$ cat config.mk
export PLATFORM = sky130hd
export DESIGN_NAME = seq_adder
export DESIGN_NICKNAME = d
export VERILOG_FILES = /design/src/rtl/alu_pkg.sv /design/src/rtl/adder_slice.sv /design/src/rtl/seq_adder.sv
export SDC_FILE = /design/constraint.sdc
export NUM_CORES = 1
export LEC_CHECK = 0
export ABC_AREA = 1
export CORE_ASPECT_RATIO = 0.8
export CORE_MARGIN = 1.5
export CORE_UTILIZATION = 50
export DETAILED_ROUTE_END_ITERATION = 8
export PLACE_DENSITY = 0.84
export SYNTH_ARGS = -nofsm -noshare
export SYNTH_HDL_FRONTEND = slang
export SYNTH_SLANG_ARGS = --single-unit
export TNS_END_PERCENT = 20
$ cat constraint.sdc
create_clock -name clk -period 3.8 [get_ports clk]
set_clock_uncertainty 0.2 [all_clocks]
set_input_delay 0.57 -clock clk [delete_from_list [all_inputs] [get_ports clk]]
set_output_delay 0.57 -clock clk [all_outputs]
set_load 0.05 [all_outputs]
$ cat src/rtl/alu_pkg.sv
// alu_pkg: shared defaults and state encoding for the sequential adder
package alu_pkg;

    localparam int DEF_WIDTH = 20;
    localparam int DEF_SLICE = 4;

    typedef enum logic [1:0] {
        IDLE = 2'd0,
        RUN  = 2'd1,
        DONE = 2'd2
    } state_t;

endpackage

$ cat src/rtl/adder_slice.sv
// adder_slice: combinational SLICE-bit adder with carry-out and carry into the MSB
module adder_slice
    import alu_pkg::*;
#(
    parameter int SLICE = DEF_SLICE
) (
    input  logic [SLICE-1:0] i_a,
    input  logic [SLICE-1:0] i_b,
    input  logic             i_cin,
    output logic [SLICE-1:0] o_s,
    output logic             o_cout,
    output logic             o_cmsb
);

    // sum bit MSB is a^b^carry_in, so the carry into the MSB falls out of the sum
    always_comb begin
        {o_cout, o_s} = {1'b0, i_a} + {1'b0, i_b} + {{SLICE{1'b0}}, i_cin};
        o_cmsb        = o_s[SLICE-1] ^ i_a[SLICE-1] ^ i_b[SLICE-1];
    end

endmodule

$ cat src/rtl/seq_adder.sv
// seq_adder: multi-cycle adder processing SLICE bits per clock
module seq_adder
    import alu_pkg::*;
#(
    parameter int WIDTH = DEF_WIDTH,
    parameter int SLICE = DEF_SLICE
) (
    input  logic             clk,
    input  logic             rst_n,
    input  logic             start,
    input  logic [WIDTH-1:0] a,
    input  logic [WIDTH-1:0] b,
    input  logic             cin,
    output logic             ready,
    output logic             done,
    output logic [WIDTH-1:0] sum,
    output logic             cout,
    output logic             ovf
);

    localparam int N  = WIDTH / SLICE;
    localparam int CW = (N > 1) ? $clog2(N) : 1;
    localparam logic [CW-1:0] LAST = CW'(N - 1);

    state_t           r_state;
    state_t           w_next;
    logic [WIDTH-1:0] r_a;
    logic [WIDTH-1:0] r_b;
    logic [WIDTH-1:0] r_sum;
    logic [CW-1:0]    r_cnt;
    logic             r_carry;
    logic             r_cout;
    logic             r_ovf;
    logic             w_accept;
    logic [SLICE-1:0] w_sa;
    logic [SLICE-1:0] w_sb;
    logic [SLICE-1:0] w_s;
    logic             w_cout;
    logic             w_cmsb;

    assign w_sa = r_a[r_cnt*SLICE +: SLICE];
    assign w_sb = r_b[r_cnt*SLICE +: SLICE];
    assign sum  = r_sum;
    assign cout = r_cout;
    assign ovf  = r_ovf;

    adder_slice #(.SLICE(SLICE)) u_slice (
        .i_a    (w_sa),
        .i_b    (w_sb),
        .i_cin  (r_carry),
        .o_s    (w_s),
        .o_cout (w_cout),
        .o_cmsb (w_cmsb)
    );

    // state register
    always_ff @(posedge clk) begin
        if (!rst_n) r_state <= IDLE;
        else        r_state <= w_next;
    end

    // handshake outputs and next state; DONE accepts a new start like IDLE
    always_comb begin
        ready    = (r_state != RUN);
        done     = (r_state == DONE);
        w_accept = start && ready;
        w_next   = r_state;
        if (w_accept)             w_next = RUN;
        else if (r_state == RUN)  w_next = (r_cnt == LAST) ? DONE : RUN;
        else                      w_next = IDLE;
    end

    // operand capture and one slice of addition per RUN cycle
    always_ff @(posedge clk) begin
        if (!rst_n) begin
            r_a     <= '0;
            r_b     <= '0;
            r_sum   <= '0;
            r_cnt   <= '0;
            r_carry <= 1'b0;
            r_cout  <= 1'b0;
            r_ovf   <= 1'b0;
        end else if (w_accept) begin
            r_a     <= a;
            r_b     <= b;
            r_sum   <= '0;
            r_cnt   <= '0;
            r_carry <= cin;
            r_cout  <= 1'b0;
            r_ovf   <= 1'b0;
        end else if (r_state == RUN) begin
            r_sum[r_cnt*SLICE +: SLICE] <= w_s;
            r_carry <= w_cout;
            r_cnt   <= r_cnt + 1'b1;
            if (r_cnt == LAST) begin
                r_cout <= w_cout;
                r_ovf  <= w_cmsb ^ w_cout;
            end
        end
    end

endmodule

==> flow_summary.json, run 1 <==
{
  "status": "complete, no violations",
  "critPathSlowestCell": "dfxtp_1",
  "synth_edf_count": 0,
  "die_x_um": 91.7,
  "ys.flop_type": "dfxtp_1",
  "synth_cell_types": 30,
  "final_area_um2": 4050,
  "drc": 0,
  "numPortBuffers": 67,
  "path_cells": "inv_1 > a21oi_1 > o21ai_0 > nand3_1 > nand2_1 > fa_1 > fa_1 > a21oi_1 > nand3_1 > nand2_1 > nand3_1 > nand3_1 > nand2_1 > inv_1",
  "synth-async-reset-ratio": 0,
  "grt_pass1_wl_mm": 12.2,
  "gp_congestion": 0.897,
  "synth-seq-area-share": 0.433,
  "cap_violations": 0,
  "hold_start": "r_b[9]",
  "die_h_um": 73.9,
  "grt_max_degree": 47,
  "rr_startpoint": "r_cnt[1]",
  "holdPathStages": 2,
  "holdPathEnd": "r_b[9]",
  "clkSlewWorstSetupHoldPaths_ns": 0.06,
  "slew_headroom": 0.557,
  "antenna_found_initial": 0,
  "slowest_delay_ns": 0.52,
  "htree_levels": 3,
  "cp.required_ns": 3.90,
  "yosysMostFrequentCell": "nor2_1",
  "clkLatencyLatePin_ns": 0.35,
  "crit_path_end_kind": "flop",
  "peakVddDrop_v": 0.000208,
  "num_rows": 25,
  "post-dp-hpwl_mm": 5.58,
  "numCtsBuffers": 9,
  "synth-seq-cells": 68,
  "place_area_um2": 3840,
  "cts_setup_buffers": 0,
  "reg2reg_slack_ns": 0.62,
  "synth_nets": 488,
  "nFillCells": 509,
  "clock_sinks": 68,
  "synth.largest_area_cell": "dfxtp_1",
  "diodes": 0,
  "slew_violations": 0,
  "finalNonFillerCells": 578,
  "initial_core_util": 0.524,
  "synth_area_um2": 3150,
  "overflow": 0,
  "fmax_mhz": 315,
  "synthCells": 432,
  "cts_tree": "done",
  "dp.cells": 563,
  "worstHoldPathType": "flop to flop",
  "antenna_left": 0,
  "crit_fanout": 15,
  "clock-root-buffer": "clkbuf_8",
  "period_share": 0.836,
  "synth.area.top_cells": "dfxtp_1 43%, nor2_1 10%, nand2_1 9.3%",
  "grt_use_total": 0.233,
  "die_area_um2": 6780,
  "setup_viol": 0,
  "cp.arrival_ns": 3.28,
  "tightestPinTransition_ns": 0.662,
  "fin_crit_ns": 3.18,
  "power_density_nw_per_um2": 416,
  "critPathKind": "flop to flop",
  "cellLeakagePower_nw": 1.64,
  "whs_ns": 0.260,
  "rsz0062_at_grt": "false",
  "postLayoutCoreUtil": 0.674,
  "core_um2": 6010,
  "vias_per_cell": 5.28,
  "final_nets": 549,
  "yosysTopAreaCellShare": 0.433,
  "vias": 3051,
  "wl_per_cell_um": 12.8,
  "synth_warnings": 0,
  "clock_tree.buffer_depth": 2,
  "reg2reg_depth": 14,
  "finalHoldViolations": 0,
  "hold_buffers": 0,
  "dr.pass1.iters": 4,
  "wirelength_mm": 7.41,
  "avgSynthCellArea_um2": 7.28,
  "start_kind": "flop",
  "tns_ns": 0,
  "cp_common_cell": "nand3_1",
  "grt_pass1_vias": 2762,
  "ioPinCount": 68,
  "post_cts_resized": 0,
  "areaGrowthSynthToFinish_pct": 28.6,
  "drt_iter0_markers": 209,
  "synth_commonest_cells": "86 x nor2_1, 78 x nand2_1, 68 x dfxtp_1, 52 x o21ai_0, 40 x nand3_1",
  "drive_above_1_share": 0.0584,
  "timing.rr.end": "ovf"
}
==> per-stage QoR <==
stage	power [mW]	setup WS [ns]
2_1_floorplan	0.971	0.944
3_3_place_gp	1.06	0.877
3_5_place_dp	1.07	0.707
4_1_cts	1.69	0.683
5_1_grt	1.76	0.404
6_report	1.68	0.622
==> registers in the layout, indices dropped and copies added, names as in the netlist <==
name	flops
r_a	20
r_cnt	3
ovf	1
r_carry	1
sum	20
r_b	20
cout	1
r_state	2
==> worst max-delay path: cells and delay by family (launching register included) <==
family	cells	cell delay, ns
fa+ha+maj	2	0.89
compound gates	3	0.61
simple gates	7	0.56
flops	1	0.52
buf+inv	2	0.35
==> how the worst max path moves through the flow <==
stage          startpoint  endpoint  cells after the start
5_1_grt          r_cnt[1]       ovf                     14
3_3_place_gp     r_cnt[1]       ovf                     14
4_1_cts          r_cnt[1]       ovf                     14
2_1_floorplan    r_cnt[0]       ovf                     15
6_report         r_cnt[1]       ovf                     14
3_5_place_dp     r_cnt[1]       ovf                     14
==> power breakdown <==
group	switching [mW]	leakage (nW)	total, mW	internal (mW)
Clock	0.260	0.102	0.623	0.363
Sequential	0.0227	0.558	0.774	0.752
Combinational	0.170	0.978	0.284	0.114
==> per-layer routing <==
layer | vias up | routed length (um) | global-route usage | share of wire
li1 | 1535 | - | - | -
met1 | 1409 | 3320 | 0.286 | 0.45
met2 | 93 | 3440 | 0.389 | 0.46
met3 | 14 | 496 | 0.0716 | 0.067
met4 | 0 | 156 | 0.0955 | 0.021
met5 | - | 0 | 0 | 0
==> cells by family (layout without fill, tap and decap cells) <==
logic type	count (synthesis)	in the layout	synth area share
AND/OR/NAND/NOR	213	213	0.294
AO/OA/AOI/OAI	92	92	0.156
flip-flops	68	68	0.433
buffers and inverters	46	111	0.0628
adder cells (fa/ha/maj)	12	12	0.0525
XOR/XNOR	1	1	0.00278
==> area by class of cell <==
type / instances / area (um^2) / area share
Multi-Input combinational cell: 318 / 1590 / 0.392
Sequential cell: 68 / 1360 / 0.337
Timing Repair Buffer: 70 / 693 / 0.171
Clock buffer: 10 / 128 / 0.0315
Tap cell: 81 / 101 / 0.0251
Inverter: 26 / 97.6 / 0.0241
Clock inverter: 5 / 77.6 / 0.0192
==> layout by cell type, fill, tap and decap left out <==
master / n
clkdlybuf4s50_1: 67
o22ai_1: 1
nor3_4: 1
nand2_4: 1
bufinv_16: 2
inv_2: 3
buf_4: 3
nor3_1: 1
clkbuf_8: 9
xor2_1: 1
fa_1: 2
dfxtp_1: 68
ha_1: 10
a31oi_1: 1
nor2_1: 86
nand2_2: 1
nor3b_4: 1
clkbuf_1: 1
inv_1: 23
a211oi_1: 4
nand3_1: 40
clkinv_2: 2
o21a_1: 1
nor3_2: 1
o21ai_0: 52
a21oi_1: 31
clkinvlp_4: 1
nor2_4: 2
nand3_4: 1
a22oi_1: 1
a21oi_4: 1
nand2_1: 78
Note: power is estimated with default switching activity, not from simulation.
==> run 2, diff against run 1 <==
--- a/config.mk
+++ b/config.mk
@@ -8,9 +8,9 @@
 export ABC_AREA = 1
 export CORE_ASPECT_RATIO = 0.8
 export CORE_MARGIN = 1.5
-export CORE_UTILIZATION = 50
+export CORE_UTILIZATION = 46
 export DETAILED_ROUTE_END_ITERATION = 8
-export PLACE_DENSITY = 0.84
+export PLACE_DENSITY = 0.81
 export SYNTH_ARGS = -nofsm -noshare
 export SYNTH_HDL_FRONTEND = slang
 export SYNTH_SLANG_ARGS = --single-unit
==> constraint.sdc (replaced) <==
create_clock -name clk -period 2.81 [get_ports clk]
set_clock_uncertainty 0.2 [all_clocks]
set_input_delay 0.4215 -clock clk [delete_from_list [all_inputs] [get_ports clk]]
set_output_delay 0.4215 -clock clk [all_outputs]
set_load 0.05 [all_outputs]
==> run 2 against run 1 <==
Via count rose by 1.8%; worst hold slack better by 0.0016 ns; register-to-register slack worse by 0.46 ns; combinational power is 43% higher; clock power up 31%; highest routed layer unchanged.
==> flow_summary.json, run 2 (same netlist as run 1, synthesis figures left out) <==
{
  "cp.buffers_inverters": 3,
  "final_common_cell": "nor2_1",
  "cellLeakagePower_nw": 1.71,
  "overflow": 0,
  "clkLatencyLatePin_ns": 0.35,
  "drc": 0,
  "path_cells": "buf_4 > nor2_4 > buf_4 > nand3_1 > nand2_1 > ha_1 > a21oi_2 > nand2_1 > nand2_1 > nand2_2 > nand2_1 > nand2_1 > nand3_1 > nand3_1 > nand2_1 > inv_1",
  "areaGrowthSynthToFinish_pct": 33.2,
  "setup_viol": 0,
  "clock-root-buffer": "clkbuf_8",
  "clkSlewWorstSetupHoldPaths_ns": 0.07,
  "ioPinCount": 68,
  "tns_ns": 0,
  "power_density_nw_per_um2": 541,
  "htree_levels": 3,
  "cap_violations": 0,
  "status": "complete, no violations",
  "crit_family": "simple AND/OR/NAND/NOR gates",
  "clock_sinks": 68,
  "worstHoldPathType": "flop to flop",
  "grt_pass1_vias": 2800,
  "cts_tree": "done",
  "antenna_left": 0,
  "die_h_um": 77.0,
  "grt_max_degree": 46,
  "hold_buffers": 0,
  "slowest_delay_ns": 0.41,
  "critPathKind": "flop to flop",
  "seq_area_um2": 1360,
  "initial_core_util": 0.483,
  "dr.pass1.iters": 5,
  "grt_pass1_wl_mm": 12.9,
  "wirelength_mm": 7.94,
  "rsz0062_at_grt": "false",
  "multi_input_area_um2": 1610,
  "crit_path_end_kind": "flop",
  "core_um2": 6510,
  "cp.arrival_ns": 2.70,
  "fmax_mhz": 378,
  "critPathSlowestCell": "dfxtp_1",
  "grt_use_total": 0.229,
  "vias": 3107,
  "drive_above_1_share": 0.103,
  "vias_per_cell": 5.20,
  "numCtsBuffers": 9,
  "num_rows": 26,
  "timing.final.ws_setup_ns": 0.162,
  "cp.required_ns": 2.86,
  "nFillCells": 570,
  "numPortBuffers": 67,
  "final_nets": 565,
  "clock_tree.buffer_depth": 2,
  "peakVddDrop_v": 0.000335,
  "slew_headroom": 0.661,
  "place_area_um2": 3920,
  "cp_common_cell": "nand2_1",
  "gp_congestion": 0.853,
  "diodes": 0,
  "final_cell_mix": "86 x nor2_1, 77 x nand2_1, 67 x dfxtp_1, 67 x clkdlybuf4s50_1, 52 x o21ai_0",
  "die_area_um2": 7350,
  "tightestPinTransition_ns": 0.507,
  "finalHoldViolations": 0,
  "antenna_found_initial": 0,
  "die_x_um": 95.5,
  "wl_per_cell_um": 13.3,
  "slew_violations": 0,
  "fin_crit_ns": 2.65,
  "drt_iter0_markers": 197,
  "post-dp-hpwl_mm": 5.70,
  "period_share": 0.942,
  "final_area_um2": 4190,
  "crit_fanout": 13,
  "start_kind": "flop",
  "dp_slack_ns": 0.0681,
  "postLayoutCoreUtil": 0.644
}
==> run 2: cell types whose count changed in the layout (fill, tap and decap cells not counted), moves of 2 or more <==
cell,previous run,this run
clkbuf_8,9,11
buf_4,3,18
a21oi_1,31,29
clkinvlp_4,1,3
fa_2,0,2
a21oi_2,0,2
clkinv_2,2,0
fa_1,2,0
==> run 2: metrics by stage <==
stage | hold WS, ns | power, mW | cells
floorplan | 0.225 | 1.31 | 432
global placement | 0.249 | 1.44 | 576
detailed placement | 0.255 | 1.45 | 576
CTS | 0.265 | 2.26 | 592
global route | 0.294 | 2.37 | 598
finish | 0.262 | 2.27 | 598
==> run 2: final cells by class <==
cell class	instances	area share
Timing Repair inverter	1	0.00119
Multi-Input combinational cell	318	0.383
Inverter	26	0.0242
Clock buffer	13	0.0379
Tap cell	84	0.0251
Timing Repair Buffer	85	0.192
Sequential cell	68	0.325
Clock inverter	3	0.0107
==> run 2: what timing repair did <==
action	4_1_cts	5_1_grt
setup buffers	0	5
gates resized for setup	0	7
endpoints found under the setup margin	0	7
==> run 2: where the power goes <==
group          total [mW]  internal [mW]  leakage (nW)  switching [mW]
Sequential           1.05           1.02         0.558          0.0301
Combinational       0.405          0.166          1.05           0.239
Clock               0.814          0.459        0.0959           0.356
Total                2.27           1.64          1.71           0.624
==> run 2: worst min-delay path, delay by kind of cell, from the launching register on <==
kind / cells / cell delay, ns
AO/OA/AOI/OAI: 1 / 0.06
flip-flops: 1 / 0.30
buffers and inverters: 1 / 0.06
==> run 2: worst paths after layout <==
path | from | end | slack (ns) | cells after the start
setup reg to reg | r_cnt[0] | ovf | 0.16 | 16
setup / recovery | r_cnt[0] | ovf | 0.16 | 16
hold / removal | r_a[9] | r_a[9] | 0.26 | 2
hold reg to reg | r_a[9] | r_a[9] | 0.26 | 2
==> run 2: layer usage <==
layer | GRT usage | up-vias | wire [um]
met3 | 0.0774 | 7 | 492
met1 | 0.289 | 1442 | 3570
li1 | - | 1569 | -
met5 | 0 | - | 0
met4 | 0.0632 | 0 | 75
met2 | 0.372 | 89 | 3810
